[config.mk]
export PLATFORM = sky130hd
export DESIGN_NAME = seq_alu
export DESIGN_NICKNAME = d
export VERILOG_FILES = /design/src/rtl/seq_alu.sv
export SDC_FILE = /design/constraint.sdc
export NUM_CORES = 1
export LEC_CHECK = 0
export CAP_MARGIN = 15
export CORE_ASPECT_RATIO = 0.8
export CORE_MARGIN = 10
export CORE_UTILIZATION = 35
export DETAILED_ROUTE_END_ITERATION = 6
export DONT_BUFFER_PORTS = 1
export PLACE_DENSITY = 0.45
export SETUP_SLACK_MARGIN = 0.4
export SYNTH_ARGS = -nofsm -noshare
export SYNTH_HDL_FRONTEND = slang
export SYNTH_SLANG_ARGS = --single-unit
[constraint.sdc]
create_clock -name clk -period 3.9 [get_ports clk]
set_input_delay 0.975 -clock clk [delete_from_list [all_inputs] [get_ports clk]]
set_output_delay 0.975 -clock clk [all_outputs]
set_load 0.02 [all_outputs]
[src/rtl/seq_alu.sv]
// Registered ALU with valid/ready handshakes: single-cycle logic/arith/compare
// ops plus iterative shift-add MUL and restoring DIV/REM sharing one datapath.
module seq_alu #(
  parameter int WIDTH      = 32,
  parameter bit SIGNED_CMP = 1'b1
) (
  input  logic             clk,
  input  logic             reset,
  input  logic             in_valid,
  output logic             in_ready,
  input  logic [4:0]       func,
  input  logic [WIDTH-1:0] dataIn1,
  input  logic [WIDTH-1:0] dataIn2,
  output logic             out_valid,
  input  logic             out_ready,
  output logic [WIDTH-1:0] dataOut,
  output logic             compTrue,
  output logic             div_zero
);

  localparam int CW = $clog2(WIDTH + 1);

  typedef enum logic [1:0] {IDLE, BUSY, DONE} state_t;

  state_t           state_q, state_d;
  logic [CW-1:0]    cnt_q, cnt_d;
  logic [WIDTH-1:0] dout_q, dout_d;
  logic             cmp_q, cmp_d;
  logic             dz_q, dz_d;
  logic [4:0]       func_q, func_d;
  logic [WIDTH-1:0] x_q, x_d, y_q, y_d, acc_q, acc_d;

  logic             accept, is_multi, is_mul, is_rem;
  logic [WIDTH-1:0] sc_res;
  logic             sc_cmp, lt, eq, zero, neg;
  logic [WIDTH-1:0] mul_acc, div_acc, div_x;
  logic [WIDTH:0]   r_sh, r_diff;
  logic             r_ge;

  // Single-cycle result, computed straight from the request operands
  always_comb begin
    sc_res = '0;
    sc_cmp = 1'b0;
    lt     = SIGNED_CMP ? ($signed(dataIn1) < $signed(dataIn2)) : (dataIn1 < dataIn2);
    eq     = (dataIn1 == dataIn2);
    zero   = (dataIn1 == '0);
    neg    = SIGNED_CMP && dataIn1[WIDTH-1];
    case (func)
      5'b00000: sc_res = dataIn1 + dataIn2;
      5'b00001: sc_res = dataIn1 - dataIn2;
      5'b00100: sc_res = dataIn1 & dataIn2;
      5'b00101: sc_res = dataIn1 | dataIn2;
      5'b00110: sc_res = dataIn1 ^ dataIn2;
      5'b01100: sc_res = ~(dataIn1 & dataIn2);
      5'b01101: sc_res = ~(dataIn1 | dataIn2);
      5'b01110: sc_res = ~(dataIn1 ^ dataIn2);
      5'b01011: sc_res = {dataIn2[WIDTH-1:WIDTH/2], {(WIDTH/2){1'b0}}};
      5'b11000: sc_cmp = 1'b1;
      5'b10001: sc_cmp = eq;
      5'b10010: sc_cmp = lt;
      5'b10011: sc_cmp = lt || eq;
      5'b11001: sc_cmp = !eq;
      5'b11010: sc_cmp = !lt;
      5'b11011: sc_cmp = !lt && !eq;
      5'b10101: sc_cmp = zero;
      5'b10110: sc_cmp = neg;
      5'b10111: sc_cmp = neg || zero;
      5'b11101: sc_cmp = !zero;
      5'b11110: sc_cmp = !neg;
      5'b11111: sc_cmp = !neg && !zero;
      default:  sc_res = '0;
    endcase
    if (func[4]) sc_res = WIDTH'(sc_cmp);
  end

  // One iteration of multiply (x=multiplicand, y=multiplier) or
  // divide (x=dividend shifting into quotient, y=divisor, acc=partial remainder)
  always_comb begin
    mul_acc = y_q[0] ? (acc_q + x_q) : acc_q;
    r_sh    = {acc_q, x_q[WIDTH-1]};
    r_diff  = r_sh - {1'b0, y_q};
    r_ge    = (r_sh >= {1'b0, y_q});
    div_acc = r_ge ? r_diff[WIDTH-1:0] : r_sh[WIDTH-1:0];
    div_x   = {x_q[WIDTH-2:0], r_ge};
  end

  assign is_multi  = (func == 5'b00010) || (func == 5'b00011) || (func == 5'b00111);
  assign is_mul    = (func_q == 5'b00010);
  assign is_rem    = (func_q == 5'b00111);
  assign in_ready  = (state_q == IDLE) || ((state_q == DONE) && out_ready);
  assign accept    = in_valid && in_ready;
  assign out_valid = (state_q == DONE);
  assign dataOut   = dout_q;
  assign compTrue  = cmp_q;
  assign div_zero  = dz_q;

  always_comb begin
    state_d = state_q;
    cnt_d   = cnt_q;
    dout_d  = dout_q;
    cmp_d   = cmp_q;
    dz_d    = dz_q;
    func_d  = func_q;
    x_d     = x_q;
    y_d     = y_q;
    acc_d   = acc_q;
    case (state_q)
      BUSY: begin
        cnt_d = cnt_q - CW'(1);
        if (is_mul) begin
          acc_d = mul_acc;
          x_d   = {x_q[WIDTH-2:0], 1'b0};
          y_d   = {1'b0, y_q[WIDTH-1:1]};
        end else begin
          acc_d = div_acc;
          x_d   = div_x;
        end
        if (cnt_q == CW'(1)) begin
          state_d = DONE;
          dout_d  = is_mul ? mul_acc : (is_rem ? div_acc : div_x);
          cmp_d   = 1'b0;
          dz_d    = !is_mul && (y_q == '0);
        end
      end
      DONE:    if (out_ready) state_d = IDLE;
      default: state_d = state_q;
    endcase
    // A DONE-state accept overrides the return to IDLE for back-to-back issue
    if (accept) begin
      if (is_multi) begin
        state_d = BUSY;
        cnt_d   = CW'(WIDTH);
        func_d  = func;
        x_d     = dataIn1;
        y_d     = dataIn2;
        acc_d   = '0;
      end else begin
        state_d = DONE;
        dout_d  = sc_res;
        cmp_d   = sc_cmp;
        dz_d    = 1'b0;
      end
    end
  end

  always_ff @(posedge clk or posedge reset) begin
    if (reset) begin
      state_q <= IDLE;
      cnt_q   <= '0;
      dout_q  <= '0;
      cmp_q   <= 1'b0;
      dz_q    <= 1'b0;
    end else begin
      state_q <= state_d;
      cnt_q   <= cnt_d;
      dout_q  <= dout_d;
      cmp_q   <= cmp_d;
      dz_q    <= dz_d;
    end
  end

  always_ff @(posedge clk) begin
    func_q <= func_d;
    x_q    <= x_d;
    y_q    <= y_d;
    acc_q  <= acc_d;
  end

endmodule

# Word-level counts from Yosys, hierarchy flattened
# Index checks and enable logic that the tools add are counted.
# word_totals
register_bits	143
input_bits	73
out_inout_bits	36
wordCells	115
# op_classes
addsub	5
order_cmp	2
n_eq_ne	32
mux	39
n_bitwise	6
reduce_logical	22
# op_table
cell	count
$mux W32	20
$pmux W32 S9	1
$not A32 Y32	3
$eq A5 B5 Y1 const B	13
$add A32 B32 Y32	2
$logic_not A32 Y1	2
$sub A32 B32 Y32	2
$ge A33 B32 Y1	1
$and A32 B32 Y32	1
$eq A32 B32 Y1	1
$lt A32 B32 Y1	1
$or A32 B32 Y32	1
$xor A32 B32 Y32	1
$eq A5 B3 Y1 const B	5
$eq A5 B4 Y1 const B	4
$mux W6	3
$eq A5 B2 Y1 const B	3
$pmux W1 S13	1
$mux W1	9
$mux W2	4
$eq A6 B1 Y1 const B	1
$sub A6 B1 Y6 const B	1
$eq A5 B1 Y1 const B	1
$logic_and A1 B1 Y1	5
other kinds (12)	20

# Longest topological paths before layout
# logic_depth
ltp_word	8
depth_mapped	14
ltp_nobuf	14

# Worst setup path after synthesis
# Ideal clock, no wire load.
# synth_path
kind	input to register
start	input dataIn1[0]
end	register dout_q[28], in the netlist dataOut[28]
setup_time_ns	0.129
arrival_time_ns	3.529
required_time_ns	3.771
setup_slack_ns	0.242
cell_stages	11
path_buffers	0
cell_sequence	ha_1 fa_1 a211oi_1 o21bai_1 o41ai_1 a21oi_1 o32ai_2 a21o_1 o311a_1 xnor2_1 a2111o_1
# synth_via
elab_chain_len	5
elab_cells_between_ends	6
classes_between	add/sub (2); mux (4)
# synth_lines
item	line_no	text
start, declared	12	input logic [WIDTH-1:0] dataIn1,
$sub A32 B32 Y32 or $add A32 B32 Y32 (tied branches)	50, 49	
$pmux W32 S9 *	48	case (func)
$mux W32 *	73	if (func[4]) sc_res = WIDTH'(sc_cmp);
$mux W32 *	130	if (is_multi) begin
$mux W32 *	129	if (accept) begin
via dout_d[28]	27	logic [WIDTH-1:0] dout_q, dout_d;
end signal, assigned	156	dout_q <= dout_d;
end, declared	27	
# Mark *: on every way through the listed nets, which the timed path passes. The rest lies on a longest branch.
# A chain may end at the register's enable or synchronous reset.

# Worst setup path after layout
# layout_path
start	register x_q[31]
end	register dout_q[18], in the netlist dataOut[18]
# layout_via
elab_chain_len	8
elab_cells_between_ends	9
classes_between	add/sub (1); order compare (1); mux (7)
# layout_lines
item	line_no	text
start, declared	31	logic [WIDTH-1:0] x_q, x_d, y_q, y_d, acc_q, acc_d;
start signal, assigned	164	x_q <= x_d;
$sub A32 B32 Y32 or $ge A33 B32 Y1 (tied branches)	81, 82	
$mux W32 *	83	div_acc = r_ge ? r_diff[WIDTH-1:0] : r_sh[WIDTH-1:0];
$mux W32 * (2 in a row)	120	dout_d = is_mul ? mul_acc : (is_rem ? div_acc : div_x);
$mux W32 *	118	if (cnt_q == CW'(1)) begin
$mux W32 *	107	case (state_q)
$mux W32	130	
$mux W32 *	129	
via dout_d[18]	27	
# Marked as above.

==> impl_table.tex <==
\begin{tabular}{lr}
\hline
Metric & Value \\
\hline
\multicolumn{2}{l}{\textbf{Logic synthesis}} \\
Largest cells by area after synthesis & sky130\_fd\_sc\_hd\_\_ha\_1 (12\%), sky130\_fd\_sc\_hd\_\_dfxtp\_1 (11\%), sky130\_fd\_sc\_hd\_\_a21oi\_1 (6.5\%), sky130\_fd\_sc\_hd\_\_nand2\_1 (6.3\%), sky130\_fd\_sc\_hd\_\_dfrtp\_1 (6.2\%) \\
Mean instance size in the synthesized netlist & 7.24 sq um \\
Synth Warn \# & 0 \\
Synthesis-stage register bit count & 143 \\
Number of flops mapped to enable cells by yosys & 5 \\
Post-synth ARST share & 0.294 \\
Post-synth cell types & 97 \\
Total nets after synthesis & 2574 \\
Leading area contributor after synthesis & sky130\_fd\_sc\_hd\_\_ha\_1 \\
Sequential-to-total area share from yosys stat & 0.185 \\
Summed instance area of the synthesized netlist & 0.0169 sq mm \\
Most used flip-flop cell after synthesis & sky130\_fd\_sc\_hd\_\_dfxtp\_1 \\
Syn Inst Count & 2336 \\
Yosys top cell area share & 0.119 \\
\multicolumn{2}{l}{\textbf{Clocking}} \\
Post-CTS Hold Fix Bufs & 0 \\
Clock input transition at the sequential cells of the worst setup and hold paths & 0.07 ns \\
Sink count of the clock tree & 143 \\
Clock Latency Late Sink & 0.45 ns \\
Number of buffers on the longest clock path & 2 \\
Number of buffers created by CTS & 17 \\
H-tree levels & 4 \\
CTS Root Buffer Type & sky130\_fd\_sc\_hd\_\_clkbuf\_16 \\
TritonCTS clock tree & built \\
\multicolumn{2}{l}{\textbf{Finish}} \\
Number of filler cells placed in the layout & 4927 \\
Post-layout util & 0.423 \\
Fraction of layout cells with a size suffix above 1 & 0.166 \\
Most common cell after layout, fill and taps aside & sky130\_fd\_sc\_hd\_\_nand2\_1 \\
Final net count & 2671 \\
Growth of design area from synthesis to finish & 18.5\% \\
Most frequent cells in the layout & sky130\_fd\_sc\_hd\_\_nand2\_1 (284), sky130\_fd\_sc\_hd\_\_buf\_4 (219), sky130\_fd\_sc\_hd\_\_a21oi\_1 (211), sky130\_fd\_sc\_hd\_\_nor2\_1 (188), sky130\_fd\_sc\_hd\_\_o21ai\_0 (167) \\
\multicolumn{2}{l}{\textbf{STA}} \\
Final hold violations & 0 \\
Worst setup skew after layout & 0.0124 ns \\
Final Slew Violations & 0 \\
Final Cycle Share & 0.903 \\
Worst rel slew slack & 0.283 \\
Unrepaired setup endpoints after global routing & yes \\
Least-Margin Pin Slew & 1.07 ns \\
Crit path time final & 3.52 ns \\
Worst setup margin & 0.378 ns \\
Setup violators final & 0 \\
Max Clock Freq & 284 MHz \\
\multicolumn{2}{l}{\textbf{Global routing}} \\
Global router's overall resource usage & 0.289 \\
Vias in the first global route & 17700 \\
Wire length of the first global-routing pass & 124 mm \\
Pin count of the biggest net entering global routing & 75 \\
Global-route congestion overflow total & 0 \\
Antenna violations before repair & 5 \\
\multicolumn{2}{l}{\textbf{Pwr}} \\
Power per Cell Area & 478 mW/mm\^{}2 \\
Max VDD drop & 0.327 mV \\
Pleak & 8.90 nW \\
\multicolumn{2}{l}{\textbf{Drt}} \\
DRC marker count from the first detailed-route iteration & 1926 \\
First-pass detailed-route iteration total & 6 \\
Total detailed-routing wirelength & 86.4 mm \\
Vias per Instance & 6.11 \\
Mean routed wirelength per cell & 28.1 um \\
Remaining number of nets flagged by the antenna check after routing & 0 \\
Via count & 18800 \\
DRC viols & 0 \\
\multicolumn{2}{l}{\textbf{Placement}} \\
Number of port buffers & 0 \\
Post-placement worst setup slack & -0.172 ns \\
Routability congestion estimate from global placement & 0.953 \\
HPWL Detailed & 68.0 mm \\
\multicolumn{2}{l}{\textbf{Die}} \\
Horizontal die dimension & 266 um \\
Cell row count & 71 \\
Starting utilization of the core area & 0.357 \\
Top-Level Pins & 109 \\
Area of the die & 0.0575 sq mm \\
Floorplan Core Area & 0.0473 sq mm \\
Die outline height & 217 um \\
\multicolumn{2}{l}{\textbf{Job}} \\
Max-cap violations & 0 \\
\multicolumn{2}{l}{\textbf{Setup path}} \\
Arr. time, crit path & 3.85 ns \\
Capturing element type of the critical path & flop \\
Critical Path Source Type & flop \\
Kind of critical path & flop to flop \\
Peak fanout along the critical path & 3 \\
Data required time of the worst path & 4.23 ns \\
\multicolumn{2}{l}{\textbf{Outcome}} \\
Result of the run & completed \\
\multicolumn{2}{l}{\textbf{Hold path}} \\
Class of the tightest hold or removal check & input pin to async pin \\
\hline
\end{tabular}
-- per-layer routing --
metal	GRT usage	share of wire	up-vias
li1	-	-	8693
met1	0.387	0.44	9080
met2	0.438	0.43	856
met3	0.0748	0.092	133
met4	0.105	0.035	2
met5	0	0.00015	-
-- kinds of logic after synthesis --
| family | share of synthesized area |
|---|---|
| adder cells (fa/ha/maj) | 0.124 |
| buffers and inverters | 0.0714 |
| AO/OA/AOI/OAI | 0.313 |
| flip-flops | 0.185 |
| AND/OR/NAND/NOR | 0.196 |
| multiplexers | 0.0594 |
| XOR/XNOR | 0.0513 |
-- power by group --
group	total [mW]	switching, mW	internal, mW
logic	5.59	3.13	2.45
registers	2.19	0.419	1.77
clock network	1.80	0.762	1.04
total	9.58	4.32	5.26
-- repair_timing --
item                                    4_1_cts  5_1_grt
buffers inserted                              3        3
resized for setup                            19       92
endpoints found under the setup margin       38       48
pin swaps                                     4       29
-- state kept, by name, summed over array words and instances (netlist names) --
| signal | count |
|---|---|
| div_zero | 1 |
| func_q | 5 |
| acc_q | 32 |
| state_q | 2 |
| compTrue | 1 |
| y_q | 32 |
| x_q | 32 |
| dataOut | 32 |
| cnt_q | 6 |
-- critical path: stages (launching register included) --
cell and delay [ns]:
sky130_fd_sc_hd__dfxtp_1 0.40, sky130_fd_sc_hd__inv_1 0.14, sky130_fd_sc_hd__ha_1 0.25, sky130_fd_sc_hd__inv_1 0.07, sky130_fd_sc_hd__fa_1 0.22, sky130_fd_sc_hd__a21o_1 0.15, sky130_fd_sc_hd__nand4_1 0.22, sky130_fd_sc_hd__a211oi_2 0.34
sky130_fd_sc_hd__a2111oi_2 0.06, sky130_fd_sc_hd__buf_4 0.16, sky130_fd_sc_hd__o21a_1 0.19, sky130_fd_sc_hd__o21a_1 0.19, sky130_fd_sc_hd__xnor2_1 0.13, sky130_fd_sc_hd__mux2i_1 0.25, sky130_fd_sc_hd__a21oi_1 0.22, sky130_fd_sc_hd__or3_1 0.42
-- Yosys cell counts, drive strengths merged, types with 20 or more instances --
library cell,count
xor2,32
inv,160
nor2,193
a21o,32
a21oi,221
nand4,30
nand3,38
o211ai,46
dfrtp,42
clkbuf,112
nor3,40
nand2b,22
dfxtp,96
a211oi,32
buf,37
o21bai,20
nand2,286
mux2i,80
xnor2,67
o31ai,21
a31oi,46
o21ai,182
nor4,27
ha,161
-- through the flow --
step	hold WS (ns)	std cells	setup TNS, ns	power, mW	area [sq um]
6_report	0.488	3070	0	9.58	20000
5_1_grt	0.522	3066	0	10.2	20000
4_1_cts	0.495	3063	0	9.32	19600
3_5_place_dp	0.506	3028	-0.710	7.40	18800
3_3_place_gp	0.502	3028	-0.272	7.38	18800
2_1_floorplan	0.472	2336	0	5.62	16900
-- cell type report --
type / instances / area [sq um] / share of cell area
multi-input cells: 1884 / 13100 / 0.655
flip-flops and latches: 143 / 3130 / 0.156
repair buffers: 227 / 1780 / 0.0888
well taps: 620 / 776 / 0.0387
inverters: 160 / 608 / 0.0304
clock buffers: 19 / 453 / 0.0226
clock inverters: 13 / 160 / 0.00800
diodes: 4 / 10.0 / 0.000500
-- path summary, 6_finish.rpt --
check	start	end	slack, ns	cells after the start
worst max-delay path	x_q[31]$_DFF_P_	dataOut[18]$_DFF_PP0_	0.38	15
worst min-delay path	reset	dataOut[27]$_DFF_PP0_	0.49	1
worst max register to register	x_q[31]$_DFF_P_	dataOut[18]$_DFF_PP0_	0.38	15
worst min register to register	x_q[0]$_DFF_P_	dataOut[1]$_DFF_PP0_	0.52	2
max in group asynchronous	reset	dataOut[13]$_DFF_PP0_	2.58	2
min in group clk	x_q[0]$_DFF_P_	dataOut[1]$_DFF_PP0_	0.52	2
Note: power is estimated with default switching activity, not from simulation.
